## config.mk

```make
export PLATFORM = sky130hd
export DESIGN_NAME = lsu_dmem_master
export DESIGN_NICKNAME = d
export VERILOG_FILES = /design/src/rtl/lsu_dmem_master.sv
export SDC_FILE = /design/constraint.sdc
export NUM_CORES = 1
export LEC_CHECK = 0
export CAP_MARGIN = 10
export CORE_ASPECT_RATIO = 1.2
export CORE_UTILIZATION = 43
export DETAILED_ROUTE_END_ITERATION = 10
export MAX_ROUTING_LAYER = met4
export PLACE_DENSITY = 0.78
export SYNTH_ARGS = -nofsm -noshare
export SYNTH_HDL_FRONTEND = slang
export SYNTH_SLANG_ARGS = --single-unit
```

## constraint.sdc

```tcl
create_clock -name clk -period 2.3 [get_ports clk]
set_input_delay 0.23 -clock clk [delete_from_list [all_inputs] [get_ports clk]]
set_output_delay 0.23 -clock clk [all_outputs]
set_load 0.02 [all_outputs]
```

## src/rtl/lsu_dmem_master.sv

```systemverilog
// Load/store initiator between the RV32I execute stage and a word-wide data memory.
// Sub-word loads are extracted from the full word; sub-word stores use read-modify-write.
module lsu_dmem_master #(
    parameter int unsigned ALIGN_CHECK = 1,
    parameter logic [31:0] ERR_RDATA   = 32'h00000000
) (
    input  logic        clk,
    input  logic        reset,
    input  logic        req_valid,
    output logic        req_ready,
    input  logic        req_we,
    input  logic [2:0]  req_funct3,
    input  logic [31:0] req_addr,
    input  logic [31:0] req_wdata,
    output logic        resp_valid,
    output logic [31:0] resp_rdata,
    output logic        err,
    output logic        mem_we,
    output logic [31:0] mem_a,
    output logic [31:0] mem_wd,
    input  logic [31:0] mem_rd
);

    localparam int unsigned XLEN = 32;
    localparam int unsigned HW   = 16;

    localparam logic [2:0] F3_B  = 3'b000;
    localparam logic [2:0] F3_H  = 3'b001;
    localparam logic [2:0] F3_W  = 3'b010;
    localparam logic [2:0] F3_BU = 3'b100;
    localparam logic [2:0] F3_HU = 3'b101;

    typedef enum logic [1:0] {
        IDLE   = 2'd0,
        ACCESS = 2'd1,
        WRITE  = 2'd2,
        RESP   = 2'd3
    } state_t;

    state_t          state;
    logic [2:0]      f3_q;
    logic [1:0]      lo_q;
    logic [HW-1:0]   wdata_q;
    logic            we_q;
    logic            mem_we_q;

    logic            req_illegal;
    logic            req_misaligned;

    // Sign/zero-extend the selected lane of a memory word for a load.
    function automatic logic [XLEN-1:0] load_extract(
        input logic [XLEN-1:0] w,
        input logic [2:0]      f3,
        input logic [1:0]      lo
    );
        logic [7:0]  b;
        logic [15:0] h;
        b = w[{lo, 3'b000} +: 8];
        h = lo[1] ? w[31:16] : w[15:0];
        case (f3)
            F3_B:    load_extract = {{24{b[7]}}, b};
            F3_BU:   load_extract = {24'h000000, b};
            F3_H:    load_extract = {{16{h[15]}}, h};
            F3_HU:   load_extract = {16'h0000, h};
            default: load_extract = w;
        endcase
    endfunction

    // Replace the addressed byte/half lane of a memory word with store data.
    function automatic logic [XLEN-1:0] store_merge(
        input logic [XLEN-1:0] w,
        input logic [2:0]      f3,
        input logic [1:0]      lo,
        input logic [HW-1:0]   d
    );
        logic [XLEN-1:0] r;
        r = w;
        if (f3 == F3_B) begin
            r[{lo, 3'b000} +: 8] = d[7:0];
        end else if (f3 == F3_H) begin
            if (lo[1]) r[31:16] = d;
            else       r[15:0]  = d;
        end
        store_merge = r;
    endfunction

    // Classify the incoming request as illegal or misaligned.
    always_comb begin
        req_illegal    = 1'b0;
        req_misaligned = 1'b0;
        case (req_funct3)
            F3_B, F3_H, F3_W: req_illegal = 1'b0;
            F3_BU, F3_HU:     req_illegal = req_we;
            default:          req_illegal = 1'b1;
        endcase
        if (ALIGN_CHECK != 0) begin
            case (req_funct3)
                F3_H, F3_HU: req_misaligned = req_addr[0];
                F3_W:        req_misaligned = |req_addr[1:0];
                default:     req_misaligned = 1'b0;
            endcase
        end
    end

    // A reset asserted mid-write must never commit the write.
    assign mem_we = mem_we_q & ~reset;

    // Access sequencer with registered outputs.
    always_ff @(posedge clk) begin
        if (reset) begin
            state      <= IDLE;
            req_ready  <= 1'b1;
            resp_valid <= 1'b0;
            err        <= 1'b0;
            resp_rdata <= '0;
            mem_we_q   <= 1'b0;
            mem_a      <= '0;
            mem_wd     <= '0;
            f3_q       <= '0;
            lo_q       <= '0;
            wdata_q    <= '0;
            we_q       <= 1'b0;
        end else begin
            case (state)
                IDLE: begin
                    if (req_valid) begin
                        f3_q      <= req_funct3;
                        lo_q      <= req_addr[1:0];
                        wdata_q   <= req_wdata[HW-1:0];
                        we_q      <= req_we;
                        mem_a     <= {req_addr[31:2], 2'b00};
                        req_ready <= 1'b0;
                        if (req_illegal || req_misaligned) begin
                            resp_valid <= 1'b1;
                            err        <= 1'b1;
                            resp_rdata <= ERR_RDATA;
                            state      <= RESP;
                        end else if (req_we && (req_funct3 == F3_W)) begin
                            mem_we_q <= 1'b1;
                            mem_wd   <= req_wdata;
                            state    <= WRITE;
                        end else begin
                            state <= ACCESS;
                        end
                    end
                end
                ACCESS: begin
                    if (we_q) begin
                        mem_wd   <= store_merge(mem_rd, f3_q, lo_q, wdata_q);
                        mem_we_q <= 1'b1;
                        state    <= WRITE;
                    end else begin
                        resp_rdata <= load_extract(mem_rd, f3_q, lo_q);
                        resp_valid <= 1'b1;
                        err        <= 1'b0;
                        state      <= RESP;
                    end
                end
                WRITE: begin
                    mem_we_q   <= 1'b0;
                    resp_valid <= 1'b1;
                    err        <= 1'b0;
                    state      <= RESP;
                end
                RESP: begin
                    resp_valid <= 1'b0;
                    err        <= 1'b0;
                    req_ready  <= 1'b1;
                    state      <= IDLE;
                end
                default: begin
                    state     <= IDLE;
                    req_ready <= 1'b1;
                end
            endcase
        end
    end

endmodule

```

==> results <==
[metrics by stage]
stage / power [mW] / hold WS, ns / util, %
CTS: 10.64 / 0.2292 / 64.05
finish: 10.68 / 0.2349 / 64.06
global placement: 7.561 / 0.4374 / 59.64
floorplan: 5.774 / 0.3660 / -
global route: 11.16 / 0.2707 / 64.06
detailed placement: 7.633 / 0.4422 / 59.64
[worst min path at each step]
stage	startpoint	end	slack, ns	cells past startpoint
6_report	reset	req_ready$_SDFFE_PP1P_	0.23	3
4_1_cts	reset	req_ready$_SDFFE_PP1P_	0.23	3
3_3_place_gp	wdata_q[15]$_SDFFE_PP0P_	wdata_q[15]$_SDFFE_PP0P_	0.44	2
3_5_place_dp	wdata_q[11]$_SDFFE_PP0P_	wdata_q[11]$_SDFFE_PP0P_	0.44	2
2_1_floorplan	req_wdata[10]	wdata_q[10]$_SDFFE_PP0P_	0.37	2
5_1_grt	reset	req_ready$_SDFFE_PP1P_	0.27	3
[cell usage in the layout, fill, tap and decap left out, drive strengths merged, types with 21 or more instances in the layout]
master and n:
a32o 35, dfxtp 122, nor2 60, nand2 163, nand2b 31, a221oi 40
buf 51, o21ai 21, a21oi 71, mux2i 25, clkdlybuf4s50 199
[state kept, by name (all words and copies together) (netlist names)]
signal / cells
resp_rdata: 32
we_q: 1
err: 1
mem_we_q: 1
mem_a: 30
mem_wd: 32
wdata_q: 16
state: 2
req_ready: 1
f3_q: 3
resp_valid: 1
lo_q: 2
[cells by family after synthesis]
| group | after synthesis | synth area share (%) |
|---|---|---|
| AND/OR/NAND/NOR | 329 | 23.27 |
| AO/OA/AOI/OAI | 240 | 26.72 |
| flip-flops | 122 | 37.20 |
| buffers and inverters | 88 | 5.697 |
| multiplexers | 30 | 5.354 |
| adder cells (fa/ha/maj) | 9 | 1.715 |
| other | 1 | 0.05711 |
[power breakdown]
part | internal, mW | switching, mW
combinational | 2.02 | 2.75
sequential | 2.59 | 0.330
clock | 1.95 | 1.03
[layout make-up]
type | count | area share [%]
Clock buffer | 18 | 4.583
Clock inverter | 14 | 2.311
Inverter | 12 | 0.4700
Multi-Input combinational cell | 610 | 39.34
Sequential cell | 122 | 25.49
Tap cell | 204 | 2.664
Timing Repair Buffer | 250 | 25.15
[critical path: stages, from the launching register on]
cell and delay [ns]:
dfxtp_1 0.35, inv_1 0.09, ha_1 0.36, nand2_2 0.11
o32a_1 0.42, o21a_1 0.22, buf_12 0.17, a32o_1 0.25
[metal layers]
layer	vias to the layer above	part of all wire [%]	GRT usage, %
li1	3385	-	-
met1	3419	38	35.21
met2	529	46	48.22
met3	110	9.9	6.511
met4	0	6.3	21.72
met5	-	0	-
==> summary.md <==
| Metric | Value |
|---|---|
| Status | complete, no violations |
| Starting Density | 43.89% |
| CTS Hold Bufs | 0 |
| Post-CTS setup buffer count | 0 |
| Number of enable flip-flop cells after synthesis | 0 |
| Via count | 7443 |
| Die height | 137.4 um |
| Inst Count DP | 1198 |
| Synth Register Bits | 122 |
| Port-buffer cells | 200 |
| CP startpoint kind | flop |
| Layout cells sized above 1 | 10.62% |
| Worst setup path end | mem_wd[2]$_SDFFE_PP0P_ |
| ANT cells | 0 |
| Initial antenna violation count | 0 |
| Crit Path Max Fanout | 32 |
| Filler cells | 1325 |
| Worst-path clk slew | 0.06 ns |
| Worst-margin pin slew | 0.6079 ns |
| Data arrival time of the worst path | 2.42 ns |
| Routability cong. | 0.9411 |
| Vias per Instance | 6.051 |
| Synth Flop Type | dfxtp_1 |
| Die area | 15770 um2 |
| Routed WL | 24.05 mm |
| Synth Instances | 819 |
| R2R depth | 7 |
| First-pass GRT wire length | 35.63 mm |
| Area occupied by multi-input gates | 3770 um2 |
| Clk_lat worst skew | 0.42 ns |
| Mapped Area | 6566 um2 |
| Design Area, Final | 9583 um2 |
| Final nets | 1125 |
| Hold Path Class | input port to flop |
| Crit path launch | state[1]$_SDFFE_PP0N_ |
| Leakage | 3.452 nW |
| HPWL Detailed | 16.59 mm |
| Tot GR Track Use | 30.80% |
| Register area | 2442 um2 |
| Inserted Clock Buffers | 17 |
| Fin. max-slew vios | 0 |
| Post-Layout Cell Count | 1230 |
| Syn Area/Cell | 8.017 um2 |
| Final WS setup | 0.1868 ns |
| Fin Clk Skew | 0.006609 ns |
| Fin Setup TNS | 0 ns |
| Drt drc | 0 |
| Most common cell in the netlist | nand2_1 |
| Sequential share of the synthesized area | 37.20% |
| Routed len/inst | 19.55 um |
| Area Growth Syn to Fin | 45.94% |
| Initial DRT Pass Iterations | 6 |
| Power Dens Cells | 1114 nW/um2 |
| R2r endpoint | mem_wd[2]$_SDFFE_PP0P_ |
| Endpoints failing hold | 0 |
| RSZ-0062 raised after global routing | false |
| Clk sink count | 122 |
| Launch point of the worst reg-to-reg path | state[1]$_SDFFE_PP0N_ |
| Max Cap Viol | 0 |
| Synth warn | 0 |
| Die X | 114.8 um |
| Max Freq | 473.2 MHz |
| Top-area cell type share of the netlist area | 37.20% |
| Number of global-route vias before repair | 6707 |
| Post-place setup slack | 0.002884 ns |
| Critical Path RT | 2.60 ns |
| CTS Buffer Depth | 2 |
| Slew HR | 59.47% |
| Reg2reg setup slack | 0.19 ns |
| Minimum clock period | 2.113 ns |
| Max VDD drop | 0.5388 mV |
| DR iter-0 viols | 759 |
| Part of the cycle the worst path needs | 91.88% |
| Yosys top cell by area | dfxtp_1 |
| Synth top cells by count | nand2_1 (163), dfxtp_1 (122), a21oi_1 (71), nor2_1 (60), clkbuf_1 (56) |
| # setup viols final | 0 |
| TritonCTS clock tree | built |
| Root Buffer Master | clkbuf_16 |
| Io pins | 203 |
| Core area | 14960 um2 |
| Kind of critical path | flop to flop |
| Largest net degree at the start of global routing | 54 |
| Post-CTS sizing | 0 |
| Top cells by area, synth | dfxtp_1 (37%), nand2_1 (9.3%), a21oi_1 (5.4%) |
| Async SR Flop Fraction | 0% |
| Rows | 49 |
| Dpl cell area | 8921 um2 |
| Worst setup EP type | flop |
| Synth cell types | 62 |
| Total grt overflow | 0 |
| Clock H-tree levels | 4 |
| DRT antenna net count | 0 |
(Power assumes the default switching activity.)
